===== src/rtl/mips_multicycle_ctrl.sv =====
// Multicycle control sequencer for the MIPS datapath.
//
// Accepts one instruction per instr_valid/instr_ready handshake and walks it
// through DECODE, EXEC, MEM and WB. All outputs are Moore-decoded from the
// state and the captured instruction. The one exception is branch_taken,
// which follows alu_zero during EXEC.
//
// Ports:
//   clk, rst_n          clock and asynchronous active-low reset
//   instr_valid, instr  instruction offer (opcode [31:26], funct [5:0])
//   instr_ready         high only in IDLE
//   alu_zero            ALU zero flag, used by beq in EXEC
//   mem_ack             memory completion, used only in MEM
//   alu_func            ALU function code (bit 3 = invert B, carry-in 1)
//   alu_src_a           0 = PC, 1 = regA
//   alu_src_b           00 regB, 01 const 4, 10 sext imm16, 11 zext imm16
//   pc_write            load PC with the ALU result (PC+4)
//   branch_taken        load PC with the branch target
//   mem_read, mem_write memory strobes, held until mem_ack
//   reg_write           register-file write enable
//   reg_dst             1 = rd, 0 = rt
//   mem_to_reg          1 = memory data, 0 = ALU result
//   illegal             one-cycle pulse for an unsupported instruction
module mips_multicycle_ctrl (
  input  logic        clk,
  input  logic        rst_n,
  input  logic        instr_valid,
  input  logic [31:0] instr,
  output logic        instr_ready,
  input  logic        alu_zero,
  input  logic        mem_ack,
  output logic [3:0]  alu_func,
  output logic        alu_src_a,
  output logic [1:0]  alu_src_b,
  output logic        pc_write,
  output logic        branch_taken,
  output logic        mem_read,
  output logic        mem_write,
  output logic        reg_write,
  output logic        reg_dst,
  output logic        mem_to_reg,
  output logic        illegal
);

  localparam logic [3:0] FuncAnd = 4'b0000;
  localparam logic [3:0] FuncOr  = 4'b0001;
  localparam logic [3:0] FuncXor = 4'b0010;
  localparam logic [3:0] FuncAdd = 4'b0100;
  localparam logic [3:0] FuncSub = 4'b1100;
  localparam logic [3:0] FuncSlt = 4'b1101;

  localparam logic [1:0] SrcBReg  = 2'b00;
  localparam logic [1:0] SrcBFour = 2'b01;
  localparam logic [1:0] SrcBSext = 2'b10;
  localparam logic [1:0] SrcBZext = 2'b11;

  typedef enum logic [2:0] {
    StIdle,
    StDecode,
    StExec,
    StMem,
    StWb
  } state_e;

  state_e      state_q, state_d;
  logic [31:0] instr_q, instr_d;

  // Decode of the captured instruction
  logic [5:0] opcode, funct;
  logic       legal, is_rtype, is_lw, is_sw, is_beq;
  logic [3:0] exec_func;
  logic [1:0] exec_src_b;

  // Only opcode and funct matter to this block.
  logic unused_instr_bits;
  assign unused_instr_bits = ^instr_q[25:6];

  always_comb begin
    opcode     = instr_q[31:26];
    funct      = instr_q[5:0];
    legal      = 1'b0;
    is_rtype   = 1'b0;
    is_lw      = 1'b0;
    is_sw      = 1'b0;
    is_beq     = 1'b0;
    exec_func  = FuncAnd;
    exec_src_b = SrcBReg;
    case (opcode)
      6'h00: begin
        is_rtype = 1'b1;
        legal    = 1'b1;
        case (funct)
          6'h20:   exec_func = FuncAdd;
          6'h22:   exec_func = FuncSub;
          6'h24:   exec_func = FuncAnd;
          6'h25:   exec_func = FuncOr;
          6'h26:   exec_func = FuncXor;
          6'h2A:   exec_func = FuncSlt;
          default: legal = 1'b0;
        endcase
      end
      6'h08: begin legal = 1'b1; exec_func = FuncAdd; exec_src_b = SrcBSext; end
      6'h0A: begin legal = 1'b1; exec_func = FuncSlt; exec_src_b = SrcBSext; end
      6'h0C: begin legal = 1'b1; exec_func = FuncAnd; exec_src_b = SrcBZext; end
      6'h0D: begin legal = 1'b1; exec_func = FuncOr;  exec_src_b = SrcBZext; end
      6'h0E: begin legal = 1'b1; exec_func = FuncXor; exec_src_b = SrcBZext; end
      6'h23: begin legal = 1'b1; is_lw = 1'b1; exec_func = FuncAdd; exec_src_b = SrcBSext; end
      6'h2B: begin legal = 1'b1; is_sw = 1'b1; exec_func = FuncAdd; exec_src_b = SrcBSext; end
      6'h04: begin legal = 1'b1; is_beq = 1'b1; exec_func = FuncSub; exec_src_b = SrcBReg; end
      default: legal = 1'b0;
    endcase
  end

  always_ff @(posedge clk or negedge rst_n) begin
    if (!rst_n) begin
      state_q <= StIdle;
      instr_q <= 32'h0;
    end else begin
      state_q <= state_d;
      instr_q <= instr_d;
    end
  end

  always_comb begin
    state_d      = state_q;
    instr_d      = instr_q;
    instr_ready  = 1'b0;
    alu_func     = FuncAnd;
    alu_src_a    = 1'b0;
    alu_src_b    = SrcBReg;
    pc_write     = 1'b0;
    branch_taken = 1'b0;
    mem_read     = 1'b0;
    mem_write    = 1'b0;
    reg_write    = 1'b0;
    reg_dst      = 1'b0;
    mem_to_reg   = 1'b0;
    illegal      = 1'b0;
    case (state_q)
      StIdle: begin
        instr_ready = 1'b1;
        if (instr_valid) begin
          instr_d = instr;
          state_d = StDecode;
        end
      end
      StDecode: begin
        if (legal) begin
          alu_src_b = SrcBFour;
          alu_func  = FuncAdd;
          pc_write  = 1'b1;
          state_d   = StExec;
        end else begin
          illegal = 1'b1;
          state_d = StIdle;
        end
      end
      StExec: begin
        alu_src_a = 1'b1;
        alu_func  = exec_func;
        alu_src_b = exec_src_b;
        if (is_beq) begin
          branch_taken = alu_zero;
          state_d      = StIdle;
        end else if (is_lw || is_sw) begin
          state_d = StMem;
        end else begin
          state_d = StWb;
        end
      end
      StMem: begin
        // Address computation stays on the ALU while memory is busy.
        alu_src_a = 1'b1;
        alu_func  = exec_func;
        alu_src_b = exec_src_b;
        mem_read  = is_lw;
        mem_write = is_sw;
        if (mem_ack) begin
          state_d = is_lw ? StWb : StIdle;
        end
      end
      StWb: begin
        reg_write  = 1'b1;
        reg_dst    = is_rtype;
        mem_to_reg = is_lw;
        state_d    = StIdle;
      end
      default: state_d = StIdle;
    endcase
  end

endmodule


===== config.mk =====
export PLATFORM = sky130hd
export DESIGN_NAME = mips_multicycle_ctrl
export DESIGN_NICKNAME = d
export VERILOG_FILES = /design/src/rtl/mips_multicycle_ctrl.sv
export SDC_FILE = /design/constraint.sdc
export NUM_CORES = 1
export LEC_CHECK = 0
export CAP_MARGIN = 20
export CORE_MARGIN = 3
export CORE_UTILIZATION = 30
export CTS_CLUSTER_SIZE = 25
export DETAILED_ROUTE_END_ITERATION = 10
export RECOVER_POWER = 100
export SLEW_MARGIN = 20
export SYNTH_ARGS = -nofsm -noshare
export SYNTH_HDL_FRONTEND = slang
export SYNTH_SLANG_ARGS = --single-unit

===== constraint.sdc =====
create_clock -name clk -period 4.1 [get_ports clk]
set_input_delay 1.025 -clock clk [delete_from_list [all_inputs] [get_ports clk]]
set_output_delay 1.025 -clock clk [all_outputs]
set_load 0.03 [all_outputs]

==> impl_summary.md <==
Status
The flow ran to the end, and the final reports show no timing, DRC or antenna violations.

Logic synthesis
Summed over its instances, the top area cell type makes up between 30% and 40% of the synthesized netlist area. The portion of the post-synthesis area used by sequential elements is roughly 34%. The cell taking the most area after synthesis is sky130_fd_sc_hd__dfrtp_1. The post-synthesis net count is between 150 and 200. The number of enable flip-flop cells after synthesis is 0. Synthesis instantiated 44 different standard cells from the library. The average instance in the mapped netlist occupies 9.46 um^2.

The post-synthesis instance total is approximately 120. The synthesized design contains 15 register bits. The count of synthesis-stage warnings from yosys is 0. The proportion of synthesized flip-flops having asynchronous set or reset is 100%.

Yosys attributes the largest share of cell area to sky130_fd_sc_hd__dfrtp_1 (34%), sky130_fd_sc_hd__mux2_1 (11%), sky130_fd_sc_hd__nand2_1 (3.4%). In this run the cell area of the synthesized design comes to roughly 1100 um^2. The flip-flop cell with the highest count after synthesis is sky130_fd_sc_hd__dfrtp_1.

Detailed routing
The total wire length is between 2000 and 2500 um. The number of vias in the routed layout is roughly 950. The remaining antenna violation count is 0.

In the routed design, unresolved DRC markers number 0. After detailed routing, the average wire length per cell comes to between 10 and 15 um. The first-pass detailed-route iteration total is 4. The per-cell via count in the routed design is between 4 and 5. The number of DRC violations after detailed-routing iteration 0 is 50.

Cells and area
0 antenna diodes ended up in the layout. Fill cells in the final layout number between 300 and 400. For this run, the post-layout net count is ~180. Relative to the synthesized area, the layout overhead comes to 33.0%. Cells with a size suffix above 1 make up between 10 and 15% of the layout.

Critical path
The number of cell instances on the worst register-to-register path is 3. Data on the critical path arrives at its endpoint at about 2600 ps. The top fanout value on the critical path is 13. In this design, the stage delay of the slowest critical-path cell is about 730 ps. The number of cells on the critical path is 6.

The startpoint type of the worst setup path is a register. The top cell family by delay on the critical path is simple AND/OR/NAND/NOR gates. Walking the worst path, the cells encountered are nor4_1, and3_4, o21a_4, o21bai_4, nand2_1, dlygate4sd3_1.

The data required time of the worst path is 3070 ps. The slowest stage cell on the critical path is sky130_fd_sc_hd__dlygate4sd3_1. The worst register-to-register path ends at instr_q[31]. The critical path is of the reg -> out type. The worst register-to-register path begins at state_q[0]. The count of buffering cells on the critical path with inverters included is 1. STA classifies the critical path endpoint as an output port.

For flop-to-flop paths, the worst setup slack is 2190 ps.

Floorplan
The die is about 67 um tall. In this run the horizontal extent of the chip is approximately 67 um. The effective utilization at floorplan is ~32%. After floorplanning, the core was divided into 21 placement rows. The die covers 4460 um^2. In this run the count of I/O pins placed on the die edge is between 50 and 60. The core footprint is between 3000 and 4000 um^2.

Clock network
TritonCTS built the clock tree. The number of hold buffers added after cts is 0. Counting along the longest clock path gives a buffer depth of 2. Clock tree synthesis found a total of 15 sinks. Clock-pin slew was measured on the worst setup and hold paths at approximately 70 ps. The count of cells resized by post-cts repair is 0.

The CTS buffer count is 3. Once the clock tree was built, the setup fixing pass inserted 0 buffers. The cell sitting at the root of the clock tree is a sky130_fd_sc_hd__clkbuf_8. The clock insertion delay at the later pin of the skew report is ~250 ps.

The level count of the clock H-tree is 1.

GRT
Entering global routing, the biggest net connects 16 pins. In the global route stage, overall resource usage came out at between 10% and 20%. The first global-routing pass estimated 4130 um of wire. The number of global-route vias before repair was about 940. The initial antenna violation count is 0. Summed over all layers, the global routing overflow is 0.

Pwr
The highest ir drop seen on vdd is approximately 320 uV. Summed over all nets, the switching power comes to 430 uW. Net switching is a little under half of the power. Power spread over the standard cell area amounts to 633 nW/um^2. The share of total power dissipated in the clock network is 13.1%. The portion of total power attributed to combinational logic is a little under half. Registers are responsible for around two fifths of the overall power.

The design internal power is around 500 uW. The analysis attributes to cell leakage a power of just over 0.6 nW.

Job
The number of maximum-capacitance constraint violations is 0.

STA
The final hold violation count is 0. At the pin with the least slew margin, the transition time is just under 900 ps. Setup repair after global routing left no endpoint under its margin. The final number of setup-violating endpoints is 0. Summed over all failing endpoints, the final setup total negative slack is 0 ps. Timing would allow up to approximately 0.28 GHz. The time the worst path needs with I/O delays and setup is between 3000 and 4000 ps. The number of slew-limit violations in the final report is 0. In this run the tightest slew margin relative to its limit is between 40% and 50%. The post-route worst hold slack is 507 ps.

The final period utilization is roughly 87%. The clock skew is 5.80 ps.

Worst hold path
The hold-critical path depth is 1. The classification of the worst-slack hold path is reg -> reg. The worst hold path begins at instr_q[4].

The path with the worst hold slack has its endpoint at instr_q[4].

Placed design
Port buffering added 32 buffers. The final HPWL from detailed placement is about 2000 um. The placer congestion estimate is between 0.8 and 0.9.
==> layer usage <==
metal | global-route usage, % | up-vias | share of wire [%]
met5 | 0 | - | 0
met4 | 2.28 | 0 | 1.0
met3 | 3.20 | 4 | 6.1
met2 | 21.0 | 29 | 47
met1 | 14.6 | 440 | 46
li1 | - | 481 | -
==> sequential cells by signal, summed over array words and instances, names as in the netlist <==
register  count
instr_q      12
state_q       3
==> cell type report <==
class,count,area [um^2],share of cell area [%]
multi-input cells,91,656,44.5
flip-flops and latches,15,375,25.5
repair buffers,32,320,21.8
well taps,46,57.6,3.91
clock buffers,3,41.3,2.80
inverters,4,15.0,1.02
clock inverters,1,7.51,0.510
==> stage by stage <==
step                utilization [%]  cells  cell area (um^2)  setup WS [ps]  power, mW
floorplan                         -    117              1110           1040      0.729
global placement               41.6    188              1430            589      0.819
detailed placement             41.6    188              1430            585      0.834
CTS                            43.0    192              1480            543      0.960
global route                   42.8    192              1470            356       1.01
finish                         42.8    192              1470            515      0.932
==> worst max-delay path by stage <==
stage / start / end / slack [ps]
finish: instr_q[27] / alu_src_b[0] / 510
global route: instr_q[27] / alu_func[2] / 360
CTS: instr_q[27] / alu_src_b[0] / 540
detailed placement: alu_zero / branch_taken / 590
global placement: alu_zero / branch_taken / 590
floorplan: alu_zero / branch_taken / 1040
==> worst reg2reg max path: stages (launching register included) <==
cell	delay, ps
sky130_fd_sc_hd__dfrtp_1	490
sky130_fd_sc_hd__nor3_2	200
sky130_fd_sc_hd__and2_0	720
sky130_fd_sc_hd__mux2_1	390
==> cells in the final DEF, fill, tap and decap left out, drive strengths merged, types with 2 or more instances in the layout <==
cell type,Yosys,routed
nor4,2,2
and2,2,2
and3,4,4
o21ai,7,7
clkbuf,1,3
o21a,2,2
dfrtp,15,15
a21o,2,2
dlygate4sd3,0,18
nor3b,5,5
nand2b,4,4
nor2,9,9
mux2,11,11
nand2,10,10
a22o,2,2
nor3,8,8
inv,4,4
a21oi,8,8
clkdlybuf4s50,0,14
nor2b,2,2
==> synth_stat cells, types with 3 or more instances <==
cell,count
sky130_fd_sc_hd__and3_1,3
sky130_fd_sc_hd__nor3_1,5
sky130_fd_sc_hd__buf_4,3
sky130_fd_sc_hd__a21oi_1,7
sky130_fd_sc_hd__mux2_1,11
sky130_fd_sc_hd__nor2_1,8
sky130_fd_sc_hd__nand2b_1,4
sky130_fd_sc_hd__dfrtp_1,15
sky130_fd_sc_hd__nand2_1,10
sky130_fd_sc_hd__nor3_2,3
sky130_fd_sc_hd__inv_2,3
sky130_fd_sc_hd__nor3b_1,3
sky130_fd_sc_hd__o21ai_1,4
==> power by group through the flow <==
stage / combinational [mW] / clock (mW) / sequential, mW
final: 0.439 / 0.122 / 0.371
after CTS: 0.462 / 0.128 / 0.371
after floorplan: 0.449 / 0 / 0.279
after detailed placement: 0.461 / 0 / 0.373
after global placement: 0.452 / 0 / 0.367
after global routing: 0.488 / 0.135 / 0.390
==> cells by family (layout without fill, tap and decap cells) <==
kind of cell	count (synthesis)	in the layout	share of synthesized area (%)
mux	12	12	12.1
compound gates	27	27	17.6
flops	15	15	33.9
buf+inv	11	40	6.21
simple gates	52	52	30.2
Note: power is estimated with default switching activity, not from simulation.
